## config.mk

```make
export PLATFORM = sky130hd
export DESIGN_NAME = pipe_skid_buffer
export DESIGN_NICKNAME = d
export VERILOG_FILES = /design/src/rtl/pipe_skid_buffer.sv
export SDC_FILE = /design/constraint.sdc
export NUM_CORES = 1
export LEC_CHECK = 0
export ABC_AREA = 1
export BUFFER_PORTS_ARGS = -buffer_cell sky130_fd_sc_hd__buf_2
export CAP_MARGIN = 30
export CORE_MARGIN = 2
export CORE_UTILIZATION = 48
export CTS_CLUSTER_DIAMETER = 60
export CTS_CLUSTER_SIZE = 12
export DETAILED_ROUTE_END_ITERATION = 10
export PLACE_DENSITY = 0.74
export SLEW_MARGIN = 0
export SYNTH_ARGS = -nofsm -noshare
export SYNTH_HDL_FRONTEND = slang
export SYNTH_SLANG_ARGS = --single-unit
```

## constraint.sdc

```tcl
create_clock -name clk -period 1.81 [get_ports clk]
set_clock_uncertainty 0.15 [all_clocks]
set_input_delay 0.2715 -clock clk [delete_from_list [all_inputs] [get_ports clk]]
set_output_delay 0.2715 -clock clk [all_outputs]
set_load 0.01 [all_outputs]
```

## src/rtl/pipe_skid_buffer.sv

```systemverilog
// pipe_skid_buffer
// Two-entry valid/ready pipeline stage with a registered in_ready. The skid
// register absorbs the one payload that can arrive in the cycle after
// downstream stalls. Because of that, in_ready never depends combinationally
// on out_ready.
//
// Ports
//   clk        sole clock, rising edge
//   rst        synchronous active-high reset (priority over flush)
//   flush      synchronous squash of all held entries (priority over transfers)
//   in_valid   upstream presents in_data
//   in_ready   registered; block will accept a payload this cycle
//   in_data    upstream payload, WIDTH bits
//   out_valid  a payload is presented on out_data
//   out_ready  downstream accepts out_data this cycle
//   out_data   head payload, driven straight from the main register
//   occupancy  number of held entries (0, 1 or 2)
module pipe_skid_buffer #(
    parameter int WIDTH = 32
) (
    input  logic             clk,
    input  logic             rst,
    input  logic             flush,
    input  logic             in_valid,
    output logic             in_ready,
    input  logic [WIDTH-1:0] in_data,
    output logic             out_valid,
    input  logic             out_ready,
    output logic [WIDTH-1:0] out_data,
    output logic [1:0]       occupancy
);

    typedef enum logic [1:0] {
        ST_EMPTY = 2'd0,
        ST_BUSY  = 2'd1,
        ST_FULL  = 2'd2
    } state_t;

    state_t           r_state;
    state_t           w_next_state;
    logic [WIDTH-1:0] r_main;
    logic [WIDTH-1:0] r_skid;
    logic             r_in_ready;

    logic             w_it;
    logic             w_ot;
    logic             w_main_from_in;
    logic             w_main_from_skid;
    logic             w_skid_from_in;

    assign w_it = in_valid && r_in_ready;
    assign w_ot = out_valid && out_ready;

    // Next-state and register-load selection. On flush, the state goes to
    // EMPTY and no load happens. The stale contents of main and skid are
    // harmless because out_valid is 0 in EMPTY.
    always_comb begin
        w_next_state     = r_state;
        w_main_from_in   = 1'b0;
        w_main_from_skid = 1'b0;
        w_skid_from_in   = 1'b0;
        if (flush) begin
            w_next_state = ST_EMPTY;
        end else begin
            case (r_state)
                ST_EMPTY: begin
                    if (w_it) begin
                        w_next_state   = ST_BUSY;
                        w_main_from_in = 1'b1;
                    end
                end
                ST_BUSY: begin
                    if (w_it && !w_ot) begin
                        w_next_state   = ST_FULL;
                        w_skid_from_in = 1'b1;
                    end else if (w_ot && !w_it) begin
                        w_next_state = ST_EMPTY;
                    end else if (w_it && w_ot) begin
                        w_main_from_in = 1'b1;
                    end
                end
                ST_FULL: begin
                    // in_ready is 0 here, so only the output side can move.
                    if (w_ot) begin
                        w_next_state     = ST_BUSY;
                        w_main_from_skid = 1'b1;
                    end
                end
                default: begin
                    w_next_state = ST_EMPTY;
                end
            endcase
        end
    end

    always_ff @(posedge clk) begin
        if (rst) begin
            r_state    <= ST_EMPTY;
            r_in_ready <= 1'b1;
            r_main     <= '0;
            r_skid     <= '0;
        end else begin
            r_state    <= w_next_state;
            // Registered ready: look ahead at whether the next state has room.
            r_in_ready <= (w_next_state != ST_FULL);
            if (w_main_from_in) begin
                r_main <= in_data;
            end else if (w_main_from_skid) begin
                r_main <= r_skid;
            end
            if (w_skid_from_in) begin
                r_skid <= in_data;
            end
        end
    end

    always_comb begin
        occupancy = 2'd0;
        case (r_state)
            ST_BUSY: occupancy = 2'd1;
            ST_FULL: occupancy = 2'd2;
            default: occupancy = 2'd0;
        endcase
    end

    assign out_valid = (r_state == ST_BUSY) || (r_state == ST_FULL);
    assign in_ready  = r_in_ready;
    assign out_data  = r_main;

endmodule
```

# Word-level counts from Yosys, hierarchy flattened
# Index checks and enable logic that the tools add are counted.
[totals]
output_inout_bits = 36
regBits = 67
[classes]
n_reduce_logical = 10
n_eq_ne = 3
n_mux = 21
[ops]
columns = ["operator", "count"]
rows = [
  ["two-way mux 32 bit", 2],
  ["two-way mux 1 bit", 11],
  ["two-way mux 2 bit", 5],
  ["case mux 2 bit (3 select lines)", 1],
  ["logical AND 1 bit", 5],
  ["case mux 2 bit (2 select lines)", 1],
  ["== test 2 x 1 -> 1 bit (second input constant)", 1],
  ["== test 2 bit (second input constant)", 1],
  ["logical NOT 1 bit", 2],
  ["logical NOT 2 bit", 1],
  ["inequality test 2 bit (second input constant)", 1],
  ["case mux 1 bit (2 select lines)", 1],
  ["nonzero test 2 bit", 1],
  ["logical OR 1 bit", 1],
]

# Logic depth before layout (Yosys ltp)
# Gate-level depths: netlist of run 1.
[logic_depth]
word_depth = 10
depth_mapped = 10

# Worst setup path before layout of run 1
# OpenSTA, ideal clock, no wires.
[synth_path]
kind = "flip-flop to flip-flop"
startpoint = "reg r_state[0]"
endpoint = "reg r_skid[10]"
arrival_ns = 1.495
t_required_ns = 1.528
setup_ns = 0.132
path_slack_ns = 0.033
stages_incl_launch_ff = 10
path_cell_list = "dfxtp_1 inv_1 ha_1 nand2_2 inv_2 nor2_8 nand3_2 buf_6 nand2_1 a21oi_1"
[synth_via]
elab_chain_len = 8
[synth_lines]
columns = ["item", "line_no", "text"]
rows = [
  ["start, declared", "39", "state_t r_state;"],
  ["start signal, assigned", "103", "r_state <= w_next_state;"],
  ["== test 2 x 1 -> 1 bit / == test 2 bit (equally long branches)", "126", "assign out_valid = (r_state == ST_BUSY) || (r_state == ST_FULL);"],
  ["logical OR 1 bit *", "126", ""],
  ["named net out_valid", "27", "output logic out_valid,"],
  ["logical AND 1 bit *", "52", "assign w_ot = out_valid && out_ready;"],
  ["logical NOT 1 bit *", "73", "if (w_it && !w_ot) begin"],
  ["logical AND 1 bit *", "73", ""],
  ["two-way mux 1 bit *", "73", ""],
  ["two-way mux 1 bit *", "65", "case (r_state)"],
  ["two-way mux 1 bit *", "62", "if (flush) begin"],
  ["end signal, assigned", "112", "r_skid <= in_data;"],
  ["end, declared", "42", "logic [WIDTH-1:0] r_skid;"],
]
# Mark *: on every way through the listed nets, which the timed path passes. The rest lies on a longest branch.
# A chain may end at the register's enable or synchronous reset.

# Final worst setup path of run 1
[layout_path]
startpoint = "reg r_state[1]"
endpoint = "out occupancy[0]"
[layout_via]
elab_chain_len = 2
[layout_lines]
columns = ["item", "line_no", "text"]
rows = [
  ["== test 2 bit / == test 2 x 1 -> 1 bit (equally long branches)", "119", "case (r_state)"],
  ["case mux 2 bit (2 select lines) *", "119", ""],
  ["end, declared", "30", "output logic [1:0] occupancy"],
]
# Every way passes the cells marked *; elsewhere a longest branch is shown, timed or not.

==> impl_summary.log, run 1 <==
INFO  metric status = completed
INFO  metric finalPower = 3.65 mW
INFO  metric unrepaired_setup_endpoints_after_global_routing = yes
INFO  metric top_ports = 73
INFO  metric synth-seq-cells = 67
INFO  metric critical_path_required = 1.39 ns
INFO  metric cts_hold_buffers = 0
INFO  metric synth_area_leader_cell = sky130_fd_sc_hd__dfxtp_1
INFO  metric start_kind = flip-flop
INFO  metric finalCritPeriodShare = 95.6%
INFO  metric drt_first_pass_iters = 5
INFO  metric slew_headroom = about 75%
INFO  metric clk_pin_slew_worst_paths = roughly 0.080 ns
INFO  metric floorplan.die.width = 88.9 microns
INFO  metric dp_hpwl = between 5000 and 6000 microns
INFO  metric synth_largest_type_area_fraction = 38.8%
INFO  metric min_path_cells = 3
INFO  metric area_growth_from_synthesis_to_layout = 21.7%
INFO  metric setup.worst_path.end_class = output pin
INFO  metric synthDistinctLibCells = 21
INFO  metric coreArea = a little under 0.007 sq mm
INFO  metric power_frac_seq = 42.9%
INFO  metric number_of_antenna_violations_at_the_first_check_in_global_routing = 0
INFO  metric mostFrequentLayoutCell = sky130_fd_sc_hd__nand2_1
INFO  metric p_clk_share = 42.4%
INFO  metric synth_cells = between 400 and 500
INFO  metric dr.first_iter.drc_count = 242
INFO  metric cellInternalPower = ~2.7 mW
INFO  metric fin_max_slew_vios = 0
INFO  metric wire_length_of_the_first_global_routing_pass = 14700 microns
INFO  metric std_cell_rows = 30
INFO  metric nets = between 500 and 600
INFO  metric global_route.overflow_total = 0
INFO  metric final_layout_size_suffix_gt1_share = roughly 27%
INFO  metric synthesis.yosys.warnings = 0
INFO  metric power_per_cell_area = slightly below 900 mW/mm^2
INFO  metric die_height = roughly 90 microns
INFO  metric preCtsSetupSlack = about 0.072 ns
INFO  metric first_global_vias = approximately 3100
INFO  metric synth.top_cells.by_area = sky130_fd_sc_hd__dfxtp_1 39%, sky130_fd_sc_hd__nand2_1 12%, sky130_fd_sc_hd__nand4_1 12%
INFO  metric share_of_power_burned_in_combinational_logic = between 10% and 20%
INFO  metric sequential_cell_area_fraction_in_the_yosys_report = about 39%
INFO  metric clkLatencyLatePin = 0.35 ns
INFO  metric grt_start_max_net_pins = 49
INFO  metric detailed_place.area = between 0.003 and 0.004 sq mm
INFO  metric multiInputGateArea = 0.00181 sq mm
INFO  metric finish.instance_area = between 0.004 and 0.005 sq mm
INFO  metric synth_fp_nets = 487
INFO  metric port-buffer-count = just over 70
INFO  metric track_usage = between 20% and 30%
INFO  metric post_drt_wl_per_cell = around 15 microns
INFO  metric fmax = around 580 MHz
INFO  metric route.final.wire_length = ~9300 microns
INFO  metric synthesis.area = roughly 0.0035 sq mm
INFO  metric htreeDepth = 3
INFO  metric r2r_setup_slack = roughly 0.09 ns
INFO  metric postSynthAreaPerCell = between 7 and 8 sq um
INFO  metric report.final.hold_viol_count = 0
INFO  metric num_vias = between 3000 and 4000
INFO  metric cts_root_buf = sky130_fd_sc_hd__clkbuf_8
INFO  metric worst_setup_path_type = flip-flop to output pin
INFO  metric filler_cell_count = 640
INFO  metric initial_core_util = approximately half
INFO  metric insertedDiodeCount = 0
INFO  metric setup_viol_count_final = 0
INFO  metric cts_buffers = 9
INFO  metric final_util = 61.2%
INFO  metric static-leakage-power = roughly 1.8 nW
INFO  metric ctsLongestPathBuffers = 2
INFO  metric layout_setup_ws = 0.0802 ns
INFO  metric switching_share_of_total_power = approximately 26%
INFO  metric sequential_cell_area = between 0.001 and 0.0015 sq mm
INFO  metric layout.cells.most_common_list = 111 x sky130_fd_sc_hd__nand2_1, 72 x sky130_fd_sc_hd__buf_2, 66 x sky130_fd_sc_hd__dfxtp_1
INFO  metric finalWeightedCongestion = roughly 0.8
INFO  metric worst-slew-pin-transition = 0.382 ns
INFO  metric drt.antenna.violating_nets = 0
INFO  metric hold_path_class = input pin to flip-flop
INFO  metric clock-sinks = between 60 and 70
INFO  metric critical_path_peak_fanout = 12
INFO  metric p_switching = roughly 950 uW
INFO  metric cts_tree = done
INFO  metric shortest_clock_period_the_worst_path_allows_after_layout = around 1.7 ns
INFO  metric timing.max_cap.violations = 0
INFO  metric timing.critical_path.arrival = approximately 1.3 ns
INFO  metric detail_route.vias_per_cell = between 5 and 6
INFO  metric post-route-drc-count = 0
INFO  metric die_area = 0.00790 sq mm
INFO  metric vdd.ir_drop.worst = between 0.5 and 0.6 mV
INFO  metric whs = around 0.047 ns
INFO  metric reg2regPathDepth = 8
## registers in the layout, indices dropped and copies added, names as in the netlist
register	count
out_data	32
r_skid	32
r_state	2
in_ready	1
## what timing repair did
item,CTS,global route
hold endpoints to repair,0,0
setup buffers,0,0
pin swaps,0,1
setup endpoints to repair,1,65
gates cloned,0,1
resized for setup,2,9
## through the flow
step	std cells	setup TNS, ns
after detailed placement	591	0
after global routing	608	-0.121
after global placement	591	0
after CTS	607	0
final	608	0
after floorplan	445	0
## cell type report
cell class | count | share of cell area [%]
Sequential cell | 67 | 31.9
Clock inverter | 6 | 2.65
Multi-Input combinational cell | 324 | 43.1
Inverter | 7 | 0.625
Tap cell | 96 | 2.86
Timing Repair Buffer | 98 | 15.6
Clock buffer | 10 | 3.27
## synthesized netlist by cell type
cell,n
sky130_fd_sc_hd__dfxtp_1,67
sky130_fd_sc_hd__nand2_4,2
sky130_fd_sc_hd__ha_1,5
sky130_fd_sc_hd__a21oi_2,10
sky130_fd_sc_hd__nor3_1,1
sky130_fd_sc_hd__inv_2,2
sky130_fd_sc_hd__buf_6,11
sky130_fd_sc_hd__nor2_1,3
sky130_fd_sc_hd__nand4_1,64
sky130_fd_sc_hd__buf_1,4
sky130_fd_sc_hd__clkbuf_1,9
sky130_fd_sc_hd__a21oi_1,55
sky130_fd_sc_hd__nand2_1,111
sky130_fd_sc_hd__nand3_1,34
sky130_fd_sc_hd__nand2_2,2
sky130_fd_sc_hd__buf_4,11
sky130_fd_sc_hd__nand3_2,3
sky130_fd_sc_hd__nor2_8,2
sky130_fd_sc_hd__nand3b_1,32
sky130_fd_sc_hd__buf_2,12
sky130_fd_sc_hd__inv_1,5
## metal layers
metal | routed length [microns] | track usage (%)
met2 | 4520 | 38.3
met1 | 4000 | 30.9
met3 | 671 | 6.90
met4 | 114 | 6.61
met5 | 0 | 0
## worst max-delay path, stage by stage (launching register included)
cell and delay [ns]:
sky130_fd_sc_hd__dfxtp_2 0.32, sky130_fd_sc_hd__inv_1 0.14, sky130_fd_sc_hd__ha_4 0.21, sky130_fd_sc_hd__buf_12 0.15, sky130_fd_sc_hd__buf_2 0.13
## cells by family after synthesis
group / after synthesis / synth area share (%)
AND/OR/NAND/NOR: 254 / 39.0
flip-flops: 67 / 38.8
AO/OA/AOI/OAI: 65 / 10.5
buffers and inverters: 54 / 9.88
adder cells (fa/ha/maj): 5 / 1.81
## path summary, 6_finish.rpt
check               from      endpoint
max           r_state[1]  occupancy[0]
min reg2reg   r_skid[18]    r_skid[18]
max reg2reg   r_state[1]   out_data[2]
min          in_data[18]    r_skid[18]
## power by group through the flow
stage	logic [mW]	registers, mW	clock network (mW)
5_1_grt	0.591	1.57	1.64
3_3_place_gp	0.504	1.60	0
6_report	0.539	1.56	1.55
3_5_place_dp	0.512	1.60	0
4_1_cts	0.516	1.56	1.57
2_1_floorplan	0.310	1.62	0
Note: power is estimated with default switching activity, not from simulation.
==> run 2, diff against run 1 <==
--- a/config.mk
+++ b/config.mk
@@ -5,7 +5,6 @@
 export SDC_FILE = /design/constraint.sdc
 export NUM_CORES = 1
 export LEC_CHECK = 0
-export ABC_AREA = 1
 export BUFFER_PORTS_ARGS = -buffer_cell sky130_fd_sc_hd__buf_2
 export CAP_MARGIN = 30
 export CORE_MARGIN = 2
@@ -13,7 +12,7 @@
 export CTS_CLUSTER_DIAMETER = 60
 export CTS_CLUSTER_SIZE = 12
 export DETAILED_ROUTE_END_ITERATION = 10
-export PLACE_DENSITY = 0.74
+export PLACE_DENSITY = 0.76
 export SLEW_MARGIN = 0
 export SYNTH_ARGS = -nofsm -noshare
 export SYNTH_HDL_FRONTEND = slang
==> impl_summary.log, run 2 <==
INFO  metric unrepaired_setup_endpoints_after_global_routing = yes
INFO  metric std_cell_rows = 28
INFO  metric finish.instance_area = ~0.0038 sq mm
INFO  metric status = completed
INFO  metric setup_viol_count_final = 0
INFO  metric p_switching = between 700 and 800 uW
INFO  metric track_usage = slightly below 20%
INFO  metric fin_tns_setup = 0 ns
INFO  metric critical_path.cell_chain = inv_2 -> ha_4 -> a31oi_1 -> or3_4 -> buf_12 -> nor2_1 -> a211oi_2
INFO  metric drt_first_pass_iters = 4
INFO  metric timing.critical_path.arrival = around 1.9 ns
INFO  metric dp_hpwl = ~4300 microns
INFO  metric worst-path-stages = 7
INFO  metric post-place-cells = 450
INFO  metric synthDistinctLibCells = 26
INFO  metric layout.cells.most_common_list = 72 x sky130_fd_sc_hd__buf_2, 66 x sky130_fd_sc_hd__nand2_1, 65 x sky130_fd_sc_hd__dfxtp_1
INFO  metric slowest_delay = around 0.40 ns
INFO  metric report.final.hold_viol_count = 0
INFO  metric floorplan.die.width = just over 80 microns
INFO  metric static-leakage-power = 1.67 nW
INFO  metric initial_core_util = 49.7%
INFO  metric synthesis.yosys.warnings = 0
INFO  metric synth_fa_ha_area_share = 2.12%
INFO  metric vdd.ir_drop.worst = roughly 0.49 mV
INFO  metric top_ports = 73
INFO  metric detailed_place.area = ~0.0035 sq mm
INFO  metric slew_headroom = 76.6%
INFO  metric synth_edf_count = 0
INFO  metric synth_cells = 312
INFO  metric worst-slew-pin-transition = 0.351 ns
INFO  metric reg2regPathDepth = 7
INFO  metric detail_route.vias_per_cell = ~5.2
INFO  metric area_growth_from_synthesis_to_layout = 27.9%
INFO  metric global_route.overflow_total = 0
INFO  metric final_util = about 64%
INFO  metric share_of_power_burned_in_combinational_logic = between 10% and 20%
INFO  metric finalWeightedCongestion = 0.817
INFO  metric min_path_cells = 3
INFO  metric synthesis.area = around 0.003 sq mm
INFO  metric die_area = about 0.0068 sq mm
INFO  metric fmax = ~560 MHz
INFO  metric post_layout_nonfiller_instances = 470
INFO  metric switching_share_of_total_power = a little over a quarter
INFO  metric power_frac_seq = between 50% and 60%
INFO  metric postSynthAreaPerCell = 9.48 sq um
INFO  metric finalPower = between 3 and 4 mW
INFO  metric timing.max_cap.violations = 0
INFO  metric synth_area_leader_cell = sky130_fd_sc_hd__dfxtp_1
INFO  metric clkLatencyLatePin = ~0.33 ns
INFO  metric p_clk_share = 34.9%
INFO  metric cts_root_buf = sky130_fd_sc_hd__clkbuf_8
INFO  metric critical_path_peak_fanout = 20
INFO  metric cellInternalPower = about 2.3 mW
INFO  metric fraction_of_synthesized_area_in_multiplexers = 10.8%
INFO  metric die_height = 82.5 microns
INFO  metric cts_buffers = 9
INFO  metric grt_start_max_net_pins = 65
INFO  metric coreArea = roughly 0.006 sq mm
INFO  metric post-route-drc-count = 0
INFO  metric synth_compound_area_share = 21.1%
INFO  metric synth_fp_nets = about 350
INFO  metric mostFrequentLayoutCell = sky130_fd_sc_hd__buf_2
INFO  metric critical_path_required = 1.86 ns
INFO  metric async_flop_share = 0%
INFO  metric final_layout_size_suffix_gt1_share = a little over two fifths
INFO  metric clock-sinks = 67
INFO  metric synth_xor_area_share = less than 1%
INFO  metric port-buffer-count = 72
INFO  metric preCtsSetupSlack = -0.116 ns
INFO  metric synth_ff_type = sky130_fd_sc_hd__dfxtp_1
INFO  metric nets = about 430
INFO  metric start_kind = flip-flop
INFO  metric insertedDiodeCount = 0
INFO  metric post_drt_wl_per_cell = between 10 and 15 microns
INFO  metric whs = approximately 0.036 ns
INFO  metric ctsLongestPathBuffers = 2
INFO  metric synth_simple_gate_area_share = ~14%
INFO  metric route.final.wire_length = about 6700 microns
INFO  metric wire_length_of_the_first_global_routing_pass = 10000 microns
INFO  metric synthTopCellsByCount = 67 x sky130_fd_sc_hd__dfxtp_1, 67 x sky130_fd_sc_hd__nand2_1, 33 x sky130_fd_sc_hd__nor2_1
INFO  metric clk_pin_slew_worst_paths = 0.07 ns
INFO  metric synth-seq-cells = between 60 and 70
INFO  metric dr.first_iter.drc_count = 130
INFO  metric finalCritPeriodShare = between 90% and 100%
INFO  metric cts_tree = done
INFO  metric shortest_clock_period_the_worst_path_allows_after_layout = approximately 1.8 ns
INFO  metric num_vias = 2453
INFO  metric sequential_cell_area_fraction_in_the_yosys_report = ~45%
INFO  metric critical_path.slowest_cell = sky130_fd_sc_hd__or3_4
INFO  metric worst_setup_path_type = flip-flop to flip-flop
INFO  metric synth_largest_type_area_fraction = 45.3%
INFO  metric fin_max_slew_vios = 0
INFO  metric setup.worst_path.end_class = flip-flop
INFO  metric hold_path_class = input pin to flip-flop
INFO  metric cp_top_family = simple AND/OR/NAND/NOR gates
INFO  metric drt.antenna.violating_nets = 0
INFO  metric synth_top_family_by_area = compound AO/OA/AOI/OAI gates
INFO  metric first_global_vias = 2187
INFO  metric worst-path-buf-inv = 2
INFO  metric htreeDepth = 3
INFO  metric power_per_cell_area = 809 mW/mm^2
INFO  metric number_of_antenna_violations_at_the_first_check_in_global_routing = 0
INFO  metric layout_setup_ws = between 0.01 and 0.015 ns
INFO  metric synth.top_cells.by_area = sky130_fd_sc_hd__dfxtp_1 45%, sky130_fd_sc_hd__a211oi_2 14%, sky130_fd_sc_hd__mux2i_1 11%
run 2: worst paths after layout:
kind / slack [ns] / start / end
max: 0.01 / r_state[0] / out_data[19]
max reg2reg: 0.01 / r_state[0] / out_data[19]
min reg2reg: 0.31 / r_skid[11] / r_skid[11]
min: 0.04 / in_data[31] / r_skid[31]
run 2: metal layers:
layer | global-route usage, % | share of wire (%) | vias up
met5 | 0 | 0 | -
met4 | 8.36 | 1.5 | 0
met3 | 5.76 | 5.6 | 10
met2 | 30.7 | 47 | 59
met1 | 24.9 | 46 | 1150
li1 | - | - | 1234
run 2: area by class of cell:
cell class                      instances  area (sq um)
Multi-Input combinational cell        218          1560
Clock buffer                           12           145
Timing Repair Buffer                   92           603
Fill cell                             529          2170
Inverter                                2          7.51
Clock inverter                          4          26.3
Tap cell                               75          93.8
Sequential cell                        67          1340
run 2: cell families after synthesis:
family | Yosys count
buf+inv | 27
fa+ha+maj | 5
flops | 67
compound gates | 73
simple gates | 107
mux | 32
xor+xnor | 1
run 2: timing repair:
action                                  4_1_cts  5_1_grt
hold buffers                                  0        0
cloned                                        1        2
buffers inserted                              0        1
endpoints found under the setup margin       44       66
pin swaps                                     0        1
gates resized for setup                       7       28
run 2: tightest hold or removal path: stages:
cell,delay (ns)
sky130_fd_sc_hd__buf_2,0.10
sky130_fd_sc_hd__nand2_1,0.05
sky130_fd_sc_hd__a21oi_1,0.05
run 2: power groups by stage:
stage / registers [mW] / logic, mW / clock network [mW]
after floorplan: 1.62 / 0.224 / 0
after global placement: 1.60 / 0.382 / 0
after detailed placement: 1.60 / 0.391 / 0
after CTS: 1.57 / 0.405 / 1.10
after global routing: 1.58 / 0.458 / 1.17
final: 1.57 / 0.422 / 1.07
